--- src/rtl/sevenseg_scan_ctrl_pkg.sv ---
// Shared definitions for the seven-segment scan controller and the SPI
// seven-seg slave: FSM state type, write-command encodings and the
// hex-to-segment decode used to build stored {dp, seg} patterns.
package sevenseg_scan_ctrl_pkg;

   typedef enum logic [1:0] {
      ST_OFF   = 2'd0,
      ST_SHOW  = 2'd1,
      ST_BLANK = 2'd2
   } scan_state_t;

   localparam logic [1:0] CMD_SHOW    = 2'b10;
   localparam logic [1:0] CMD_SHOW_DP = 2'b01;

   // Segment order {g,f,e,d,c,b,a}, active-high.
   function automatic logic [6:0] hex_to_seg(input logic [3:0] nib);
      logic [6:0] s;
      case (nib)
         4'h0: s = 7'h3F;
         4'h1: s = 7'h06;
         4'h2: s = 7'h5B;
         4'h3: s = 7'h4F;
         4'h4: s = 7'h66;
         4'h5: s = 7'h6D;
         4'h6: s = 7'h7D;
         4'h7: s = 7'h07;
         4'h8: s = 7'h7F;
         4'h9: s = 7'h6F;
         4'hA: s = 7'h77;
         4'hB: s = 7'h7C;
         4'hC: s = 7'h39;
         4'hD: s = 7'h5E;
         4'hE: s = 7'h79;
         default: s = 7'h71;
      endcase
      return s;
   endfunction

   // Returns {dp, seg}. Unused command codes blank the digit but light dp.
   function automatic logic [7:0] cmd_to_pattern(input logic [1:0] cmd,
                                                 input logic [3:0] nib);
      logic [7:0] p;
      case (cmd)
         CMD_SHOW:    p = {1'b0, hex_to_seg(nib)};
         CMD_SHOW_DP: p = {1'b1, hex_to_seg(nib)};
         default:     p = 8'h80;
      endcase
      return p;
   endfunction

endpackage

--- src/rtl/sevenseg_scan_ctrl_if.sv ---
// Digit-write handshake: a write transfers on a rising clk edge when
// wr_valid and wr_ready are both high.
//   wr_valid  master->slave  write request
//   wr_ready  slave->master  write accept
//   wr_digit  master->slave  target digit index
//   wr_cmd    master->slave  show / show+dp / blank command
//   wr_data   master->slave  hex nibble
interface sevenseg_scan_ctrl_if #(
   parameter int N_DIGITS = 4
);
   logic                        wr_valid;
   logic                        wr_ready;
   logic [$clog2(N_DIGITS)-1:0] wr_digit;
   logic [1:0]                  wr_cmd;
   logic [3:0]                  wr_data;

   modport master (output wr_valid, wr_digit, wr_cmd, wr_data, input wr_ready);
   modport slave  (input wr_valid, wr_digit, wr_cmd, wr_data, output wr_ready);
endinterface

--- src/rtl/sevenseg_digit_ram.sv ---
// N_DIGITS x 8 pattern store, one synchronous write port and one
// combinational read port. Entries clear to 00 on reset.
//   clk, rst_n   clock, async active-low reset
//   we/waddr/wdata  write port
//   raddr/rdata     read port
module sevenseg_digit_ram #(
   parameter int N_DIGITS = 4
) (
   input  logic                        clk,
   input  logic                        rst_n,
   input  logic                        we,
   input  logic [$clog2(N_DIGITS)-1:0] waddr,
   input  logic [7:0]                  wdata,
   input  logic [$clog2(N_DIGITS)-1:0] raddr,
   output logic [7:0]                  rdata
);
   localparam int IDX_W = $clog2(N_DIGITS);

   logic [7:0] mem [N_DIGITS];

   always_ff @(posedge clk or negedge rst_n) begin
      if (!rst_n) begin
         for (int i = 0; i < N_DIGITS; i++) mem[i] <= 8'h00;
      end else begin
         for (int i = 0; i < N_DIGITS; i++)
            if (we && (waddr == IDX_W'(i))) mem[i] <= wdata;
      end
   end

   assign rdata = mem[raddr];

endmodule

--- src/rtl/sevenseg_scan_ctrl.sv ---
// Multiplexed seven-segment scan controller. Each digit is lit for the
// dwell period, followed by BLANK_CYC dark cycles, then the next digit.
//   clk, rst_n        clock, async active-low reset
//   enable            scan enable (0 forces OFF)
//   dwell_ld/dwell_val  dwell-period register load
//   wr                digit-write handshake (slave side)
//   seg, dp, dig_en   registered display drive
//   scan_idx          current / next digit index
//   frame_done        one-cycle pulse after each full scan
//
// state | meaning
// OFF   | display dark, scan_idx = 0, waiting for enable
// SHOW  | digit scan_idx lit with pattern latched on entry
// BLANK | all dark between digits, scan_idx still the last shown digit
module sevenseg_scan_ctrl
   import sevenseg_scan_ctrl_pkg::*;
#(
   parameter int N_DIGITS  = 4,
   parameter int DWELL_W   = 16,
   parameter int BLANK_CYC = 2,
   parameter int DWELL_RST = 1000
) (
   input  logic                        clk,
   input  logic                        rst_n,
   input  logic                        enable,
   input  logic                        dwell_ld,
   input  logic [DWELL_W-1:0]          dwell_val,
   sevenseg_scan_ctrl_if.slave         wr,
   output logic [6:0]                  seg,
   output logic                        dp,
   output logic [N_DIGITS-1:0]         dig_en,
   output logic [$clog2(N_DIGITS)-1:0] scan_idx,
   output logic                        frame_done
);
   localparam int IDX_W = $clog2(N_DIGITS);
   localparam int CNT_W = (DWELL_W > 4) ? DWELL_W : 4;
   localparam logic [IDX_W-1:0] LAST_IDX = IDX_W'(N_DIGITS - 1);

   scan_state_t      state, state_nxt;
   logic [CNT_W-1:0] cnt, cnt_nxt, show_len_m1;
   logic [IDX_W-1:0] idx_nxt;
   logic [DWELL_W-1:0] dwell_q;
   logic             show_entry, fd_nxt, wr_fire;
   logic [7:0]       ram_rdata, wr_pat, entry_pat;

   assign wr.wr_ready = !((state == ST_SHOW) && (wr.wr_digit == scan_idx));
   assign wr_fire     = wr.wr_valid && wr.wr_ready && (32'(wr.wr_digit) < N_DIGITS);
   assign wr_pat      = cmd_to_pattern(wr.wr_cmd, wr.wr_data);

   // A write landing on the same edge as this digit's SHOW entry bypasses
   // the store so the new pattern is what gets latched.
   assign entry_pat = (wr_fire && (wr.wr_digit == idx_nxt)) ? wr_pat : ram_rdata;

   // Dwell of zero is treated as a single cycle.
   assign show_len_m1 = (dwell_q == '0) ? '0 : CNT_W'(dwell_q) - CNT_W'(1);

   sevenseg_digit_ram #(.N_DIGITS(N_DIGITS)) u_ram (
      .clk   (clk),
      .rst_n (rst_n),
      .we    (wr_fire),
      .waddr (wr.wr_digit),
      .wdata (wr_pat),
      .raddr (idx_nxt),
      .rdata (ram_rdata)
   );

   always_ff @(posedge clk or negedge rst_n) begin
      if (!rst_n)        dwell_q <= DWELL_W'(DWELL_RST);
      else if (dwell_ld) dwell_q <= dwell_val;
   end

   always_ff @(posedge clk or negedge rst_n) begin
      if (!rst_n) begin
         state      <= ST_OFF;
         cnt        <= '0;
         scan_idx   <= '0;
         frame_done <= 1'b0;
      end else begin
         state      <= state_nxt;
         cnt        <= cnt_nxt;
         scan_idx   <= idx_nxt;
         frame_done <= fd_nxt;
      end
   end

   always_comb begin
      state_nxt  = state;
      cnt_nxt    = cnt;
      idx_nxt    = scan_idx;
      fd_nxt     = 1'b0;
      show_entry = 1'b0;
      if (!enable) begin
         state_nxt = ST_OFF;
         cnt_nxt   = '0;
         idx_nxt   = '0;
      end else begin
         case (state)
            ST_OFF: begin
               state_nxt  = ST_SHOW;
               idx_nxt    = '0;
               show_entry = 1'b1;
            end
            ST_SHOW: begin
               if (cnt == '0) begin
                  state_nxt = ST_BLANK;
                  cnt_nxt   = CNT_W'(BLANK_CYC - 1);
               end else begin
                  cnt_nxt = cnt - CNT_W'(1);
               end
            end
            ST_BLANK: begin
               if (cnt == '0) begin
                  state_nxt  = ST_SHOW;
                  show_entry = 1'b1;
                  if (scan_idx == LAST_IDX) begin
                     idx_nxt = '0;
                     fd_nxt  = 1'b1;
                  end else begin
                     idx_nxt = scan_idx + IDX_W'(1);
                  end
               end else begin
                  cnt_nxt = cnt - CNT_W'(1);
               end
            end
            default: state_nxt = ST_OFF;
         endcase
         if (show_entry) cnt_nxt = show_len_m1;
      end
   end

   // Display drive is registered alongside the state so it tracks the
   // state cycle-for-cycle; the pattern is frozen for the whole SHOW.
   always_ff @(posedge clk or negedge rst_n) begin
      if (!rst_n) begin
         seg    <= '0;
         dp     <= 1'b0;
         dig_en <= '0;
      end else if (show_entry) begin
         {dp, seg} <= entry_pat;
         dig_en    <= {{(N_DIGITS-1){1'b0}}, 1'b1} << idx_nxt;
      end else if (state_nxt != ST_SHOW) begin
         seg    <= '0;
         dp     <= 1'b0;
         dig_en <= '0;
      end
   end

endmodule

--- src/flat_wrapper.sv ---
// flat-port wrapper written by rule: the top's interface ports become plain ports
module sevenseg_scan_ctrl_flat import sevenseg_scan_ctrl_pkg::*;
#(
   parameter int N_DIGITS  = 4,
   parameter int DWELL_W   = 16,
   parameter int BLANK_CYC = 2,
   parameter int DWELL_RST = 1000
)
  (clk, rst_n, enable, dwell_ld, dwell_val, seg, dp, dig_en, scan_idx, frame_done, wr_wr_valid, wr_wr_digit, wr_wr_cmd, wr_wr_data, wr_wr_ready);
  sevenseg_scan_ctrl_if #(.N_DIGITS(N_DIGITS)) wr_i ();
  input  logic clk;
  input  logic rst_n;
  input  logic enable;
  input  logic dwell_ld;
  input  logic [DWELL_W-1:0] dwell_val;
  output logic [6:0] seg;
  output logic dp;
  output logic [N_DIGITS-1:0] dig_en;
  output logic [$clog2(N_DIGITS)-1:0] scan_idx;
  output logic frame_done;
  input wire logic [$bits(wr_i.wr_valid)-1:0] wr_wr_valid;
  input wire logic [$bits(wr_i.wr_digit)-1:0] wr_wr_digit;
  input wire logic [$bits(wr_i.wr_cmd)-1:0] wr_wr_cmd;
  input wire logic [$bits(wr_i.wr_data)-1:0] wr_wr_data;
  output wire logic [$bits(wr_i.wr_ready)-1:0] wr_wr_ready;
  assign wr_i.wr_valid = wr_wr_valid;
  assign wr_i.wr_digit = wr_wr_digit;
  assign wr_i.wr_cmd = wr_wr_cmd;
  assign wr_i.wr_data = wr_wr_data;
  assign wr_wr_ready = wr_i.wr_ready;
  sevenseg_scan_ctrl #(.N_DIGITS(N_DIGITS), .DWELL_W(DWELL_W), .BLANK_CYC(BLANK_CYC), .DWELL_RST(DWELL_RST)) u_core (.clk(clk), .rst_n(rst_n), .enable(enable), .dwell_ld(dwell_ld), .dwell_val(dwell_val), .wr(wr_i), .seg(seg), .dp(dp), .dig_en(dig_en), .scan_idx(scan_idx), .frame_done(frame_done));
endmodule
--- config.mk ---
export PLATFORM = sky130hd
export DESIGN_NAME = sevenseg_scan_ctrl_flat
export DESIGN_NICKNAME = d
export VERILOG_FILES = /design/src/rtl/sevenseg_scan_ctrl_pkg.sv /design/src/rtl/sevenseg_scan_ctrl_if.sv /design/src/rtl/sevenseg_digit_ram.sv /design/src/rtl/sevenseg_scan_ctrl.sv /design/src/flat_wrapper.sv
export SDC_FILE = /design/constraint.sdc
export NUM_CORES = 1
export LEC_CHECK = 0
export ABC_AREA = 1
export CELL_PAD_IN_SITES_DETAIL_PLACEMENT = 1
export CELL_PAD_IN_SITES_GLOBAL_PLACEMENT = 1
export CORE_MARGIN = 2
export CORE_UTILIZATION = 46
export CTS_CLUSTER_DIAMETER = 150
export DETAILED_ROUTE_END_ITERATION = 10
export HOLD_SLACK_MARGIN = 0.06
export PLACE_DENSITY = 0.89
export SLEW_MARGIN = 20
export SYNTH_ARGS = -nofsm -noshare
export SYNTH_HDL_FRONTEND = slang
export SYNTH_SLANG_ARGS = --single-unit
--- constraint.sdc ---
create_clock -name clk -period 6.1 [get_ports clk]
set_clock_uncertainty 0.1 [all_clocks]
set_input_delay 0.915 -clock clk [delete_from_list [all_inputs] [get_ports clk]]
set_output_delay 0.915 -clock clk [all_outputs]
set_load 0.02 [all_outputs]
; ---- Word-level counts from Yosys, hierarchy flattened
; Memory sizes are Yosys's and may differ from the RTL's.
; Index checks and enable logic that the tools add are counted.
[classes]
n_mux = 33
magnitude_cmp = 1
n_eq_ne = 13
add_sub_neg = 3
shifts = 1
bitwise_logic = 1
reduce_logical = 14
[op_table]
columns = cell, n
row1 = $mux 16, 5
row2 = $logic_not 16->1, 2
row3 = $pmux 16 s2, 1
row4 = $sub 16x1->16 const B, 2
row5 = $mux 8, 3
row6 = $bmux 8 s2, 1
row7 = $pmux 8 s2, 1
row8 = $mux 7, 2
row9 = $mux 2, 6
row10 = $eq 2x2->1 const B, 5
row11 = $mux 1, 9
row12 = $mux 4, 2
row13 = $logic_and 1x1->1, 7
row14 = $eq 2x1->1 const B, 3
row15 = $pmux 2 s3, 1
row16 = $eq 2x2->1, 2
row17 = $logic_not 2->1, 2
row18 = $ne 4x1->1 const B, 1
row19 = $ne 4x4->1 const B, 1
row20 = $pmux 2 s2, 1
row21 = $shl 1x2->4 const A, 1
row22 = $ge 3x3->1 const B, 1
row23 = $not 2->3, 1
row24 = $add 2x1->2 const B, 1
row25 = 5 further kinds, 5
[totals]
regBits = 81
rom_bits = 224
output_inout_bits = 16
mem_count = 2
in_bits = 29
elab_cells = 80
[mem_list]
columns = name, words, width, rd, rd_ports_with_merged_regs, wr, line_no
row1 = (no name shown), 16, 7, 1, 0, 0, sevenseg_scan_ctrl_pkg.sv:18  ; case (nib)
row2 = (no name shown), 16, 7, 1, 0, 0, sevenseg_scan_ctrl_pkg.sv:18

; ---- Depth between registers and ports, before layout
[logic_depth]
ltp_word = 11
ltp_mapped = 16
mapped_depth_nobuf = 15

; ---- Cells and area by module
; Synthesis repeated with hierarchy kept, for this count alone.
[unflattened]
cells_unflattened = 701
area_unflattened_um2 = 5235.0
[by_module_without_submodules]
columns = mod, seq_area_each_um2, cells_each, instances, area_per_inst_um2
row1 = sevenseg_scan_ctrl, 1233.7, 466, 1, 3444.6
row2 = sevenseg_digit_ram, 800.8, 235, 1, 1790.5

; ---- Worst setup path before layout
; Ideal clock, no wire load.
[synth_timing]
kind = input -> register
start = in wr_wr_cmd[0]
end = reg u_core.seg[3]
slack_ns = 3.741
setup_time_ns = 0.065
stages = 8
n_path_buf = 0
required_time_ns = 5.935
t_arrival_ns = 2.194
cell_sequence = inv_1 ha_1 nor2_1 inv_1 a211oi_1 nand3b_1 nand3_1 nand2_1
[synth_between]
elab_chain_cells = 4
word_cells_on_any_way = 5
cone_classes = eq/ne (2) / mux (3)
[synth_rtl]
columns = element, line_no
row1 = "start, declared", flat_wrapper.sv:23  ; input wire logic [$bits(wr_i.wr_cmd)-1:0] wr_wr_cmd;
row2 = $eq 2x1->1 or $eq 2x2->1 (tied branches), sevenseg_scan_ctrl_pkg.sv:43  ; case (cmd)
row3 = $pmux 8 s2 *, sevenseg_scan_ctrl_pkg.sv:43
row4 = $mux 8 *, sevenseg_scan_ctrl.sv:52  ; assign entry_pat = (wr_fire && (wr.wr_digit == idx_nxt)) ? wr_pat : ram_rdata;
row5 = $mux 7 *, sevenseg_scan_ctrl.sv:138  ; end else if (show_entry) begin
row6 = "end signal, assigned", sevenseg_scan_ctrl.sv:139  ; {dp, seg} <= entry_pat;
row7 = "end, declared", sevenseg_scan_ctrl.sv:29  ; output logic [6:0] seg,
; Mark *: on every way between the ends. The rest lies on a longest branch, timed or not.
; A chain may end at the register's enable or synchronous reset.

; ---- Final worst setup path
[layout_timing]
start = in wr_wr_digit[1]
end = out wr_wr_ready
[layout_between]
elab_chain_cells = 3
[layout_rtl]
columns = element, line_no
row1 = "start, declared", flat_wrapper.sv:22  ; input wire logic [$bits(wr_i.wr_digit)-1:0] wr_wr_digit;
row2 = $eq 2x2->1, sevenseg_scan_ctrl.sv:46  ; assign wr.wr_ready = !((state == ST_SHOW) && (wr.wr_digit == scan_idx));
row3 = $logic_and 1x1->1, sevenseg_scan_ctrl.sv:46
row4 = $logic_not 1->1, sevenseg_scan_ctrl.sv:46
row5 = "end, declared", flat_wrapper.sv:25  ; output wire logic [$bits(wr_i.wr_ready)-1:0] wr_wr_ready;
; No other way between the ends.

==> summary by stage <==
Outcome
The flow ran to the end, and the final reports show no timing, DRC or antenna violations.

Logic synthesis
Summing every instance area after synthesis gives 4740 um2. Dividing the synthesized area by the synthesized cell count gives between 7 and 8 um2. The gate count of the mapped netlist is 637. Yosys printed 0 warnings. The top cell type's share of synthesized area is 0.396.

The synthesized netlist contains 37 unique library cells. Sorting the synthesized cells by area gives the leading types as sky130_fd_sc_hd__dfrtp_1 (40%), sky130_fd_sc_hd__nand2_1 (15%), sky130_fd_sc_hd__o21ai_0 (8.1%). Synthesis inferred 81 register bits.

The fraction of the yosys area taken by sequential cells is 0.430. The net count after synthesis is 677. sky130_fd_sc_hd__dfrtp_1 takes more of the synthesized area than any other cell.

Power
In this run the power density over the cells is roughly 240 nW/um2. VDD sags by at most 0.126 mV. The power after layout is 1.33 mW. The leakage power total is 2.62 nW.

Detailed routing
The final layout contains routed wiring with a total length of 13600 um. The DRC violation total after the first TritonRoute iteration is 218. The first detailed-routing pass ran for 4 iterations. The DRC violation count after routing is 0. The via density per instance is 5.38.

The mean routed wirelength per cell is 16.6 um. In this run the remaining antenna-violating nets after routing total 0. Summing over every cut layer, the via total after detailed routing is around 4400.

Placement
In this run, placement finished with an instance count of roughly 800. At the end of routability-driven placement, the weighted congestion stood at 0.873. OpenSTA, run right after detailed placement, puts the worst setup slack at 2.58 ns. In this run the cell area measured after placement is about 5300 um2. Input and output buffers added on the ports amount to 44.

Summed over all nets, the half-perimeter wirelength after detailed placement is 9860 um.

Critical path
Data on the critical path arrives at its endpoint at 2.35 ns. The kind of cell with the highest combined delay on the critical path is buffers and inverters. Along the worst path, the maximum fanout reaches 6. By startpoint and endpoint, the worst setup path is classified as input port to output pin.

For the worst setup path, the data required time is 5.08 ns. On the worst path, the slowest cell contributes a delay of 0.62 ns. The total number of cells along the worst setup path is 4. The critical path buffer and inverter count is 2. STA classifies the critical path startpoint as an input port.

The slowest stage of the critical path is the sky130_fd_sc_hd__clkdlybuf4s50_1 cell. STA classifies the critical path endpoint as an output pin. Walking the worst path, the cells encountered are clkdlybuf4s50_1, xnor2_1, nand3_1, clkdlybuf4s50_1. Counting cells, the worst reg-to-reg path comes to 13. By instance count, the cell type seen most on the critical path is sky130_fd_sc_hd__clkdlybuf4s50_1.

Floorplan
The y dimension of the die is around 110 um. The floorplan has 37 rows. The area of the die is between 10000 and 15000 um2. In this run the count of I/O pins placed on the die edge is 45. The initial utilization of the core area, before any placement, comes to 0.467. After floorplanning, the core was sized to cover 10100 um2. The horizontal die dimension is 105 um.

Clock tree
The clock passes through at most 2 buffers. The buffer type at the clock tree root is sky130_fd_sc_hd__clkbuf_8. The number of gates resized after CTS was 0. The number of hold buffers added after CTS was 0. Clock-pin slew was measured on the worst setup and hold paths at 0.09 ns. The count of clock tree sinks is 81. The CTS tree is built.

Clock tree synthesis inserted a total of 9 buffers. The level count of the clock H-tree is 3. The clock reaches the later pin of the worst-skew pair after 0.36 ns. The buffers inserted during post-CTS setup optimization is 0.

Hold path
The depth of the worst hold-timing path is 2. The class of the tightest hold or removal check is flop to flop.

Final layout
The sequential standard cell area is 2030 um2. The count of cells in the finished layout, fillers not included, comes to 818. Relative to the synthesized area, the layout overhead comes to 15.1%. The utilization after layout is 0.538. In the final design database the tool counted 717 nets. The antenna diode instance count is 0. The final cell area excluding filler cells is 5450 um2. Of the cells placed in the final design, the portion with a size suffix greater than 1 is 0.0689. The area of the multi-input gates is about 2300 um2. The filler cells instantiated in the layout total 1300.

GRT
The wire length of the first global-routing pass is 23200 um. The number of antenna violations at the first check in global routing is 0. Across every metal layer, demand over resource in global routing totals 0.262. Summed over all layers, the global routing overflow is 0.

The pin count of the biggest net entering global routing is 82. The via count of the first global-routing pass came to 4731.

STA
Setup violations remaining at the end of the flow were counted as 0. The top achievable clock speed is 297 MHz. Counting I/O delays and the setup requirement, the final critical path takes 3.36 ns.

In the final timing run, aggregate negative setup slack is 0 ns. Measured against its own limit, the worst slew margin works out to 0.411. In the post-route analysis, the smallest setup slack over all paths is 2.74 ns. The minimum hold slack is 0.383 ns. The count of endpoints failing hold in the final timing report is 0. The number of max-slew violations in the final report is 0.

The portion of the clock cycle consumed by the worst path in the final layout is 0.552. For the pin with the worst max-slew slack, the measured transition is about 0.9 ns. Setup repair after global routing left no endpoint under its margin.

Job
Max-cap violations in this run came to 0.
## layout by cell type (no fill, tap or decap), drive strengths merged, types with 5 or more instances in the layout
| master | n |
|---|---|
| a21oi | 13 |
| a32o | 5 |
| clkbuf | 12 |
| clkdlybuf4s50 | 43 |
| dfrtp | 75 |
| dfstp | 6 |
| ha | 11 |
| inv | 72 |
| nand2 | 202 |
| nand3 | 60 |
| nor2 | 50 |
| nor3 | 8 |
| o21ai | 77 |
| xor2 | 16 |
## routing by layer
| layer | GRT usage | vias to the layer above | routed length, um |
|---|---|---|---|
| met5 | 0 | - | 0 |
| met4 | 0.0962 | 0 | 271 |
| met3 | 0.0359 | 23 | 337 |
| met2 | 0.482 | 67 | 7350 |
| met1 | 0.310 | 2173 | 5620 |
| li1 | - | 2139 | - |
## final timing paths
check / slack, ns / start / end
max: 2.74 / wr_wr_digit[1] / wr_wr_ready
min: 0.38 / u_core.u_ram.mem[4]$_DFFE_PN0P_ / u_core.u_ram.mem[4]$_DFFE_PN0P_
max reg2reg: 3.05 / u_core.cnt[0]$_DFFE_PN0P_ / u_core.seg[5]$_DFFE_PN0P_
min reg2reg: 0.38 / u_core.u_ram.mem[4]$_DFFE_PN0P_ / u_core.u_ram.mem[4]$_DFFE_PN0P_
max in group asynchronous: 4.90 / rst_n / u_core.u_ram.mem[6]$_DFFE_PN0P_
min in group asynchronous: 0.47 / rst_n / u_core.dwell_q[11]$_DFFE_PN0P_
## layout make-up
cell class,instances,share of cell area
multi-input cells,465,0.429
flip-flops and latches,81,0.373
repair buffers,46,0.0838
inverters,74,0.0510
well taps,136,0.0312
clock buffers,12,0.0266
clock inverters,4,0.00528
## synth_stat cells, drive strengths merged
cell,number
dfstp,6
nand4,2
a211oi,1
o22ai,4
dfrtp,75
nand3b,4
a22oi,1
nand3,60
a21oi,13
clkbuf,9
a32oi,2
xor2,16
o21ai,77
a32o,5
buf,8
o221ai,1
xnor2,4
ha,11
nor2,50
nand2,202
o31ai,2
nor4,1
nor3,8
inv,72
o21a,1
clkinv,2
## power by group
group	total (mW)	switching (mW)	internal [mW]
clock	0.366	0.207	0.160
sequential	0.640	0.0413	0.599
combinational	0.321	0.206	0.115
## state kept, by name, indices dropped and copies added, names as in the netlist
name	count
u_core.cnt	16
u_core.dwell_q	16
u_core.dig_en	4
u_core.u_ram.mem	32
u_core.seg	7
u_core.scan_idx	2
u_core.dp	1
u_core.state	2
u_core.frame_done	1
## logic make-up after synthesis
kind of cell,after synthesis,synth area share
adders and majority gates,11,0.0291
buffers and inverters,91,0.0766
and+or+nand+nor,327,0.301
xor gates and xnor gates,20,0.0370
DFF,81,0.430
AOI/OAI and AO/OA,107,0.127
## tightest hold or removal path, delay by kind of cell, from the launching register on
family / cells / cell delay [ns]
flops: 1 / 0.35
simple gates: 2 / 0.10
No activity file was read; power rests on OpenSTA's default activity.
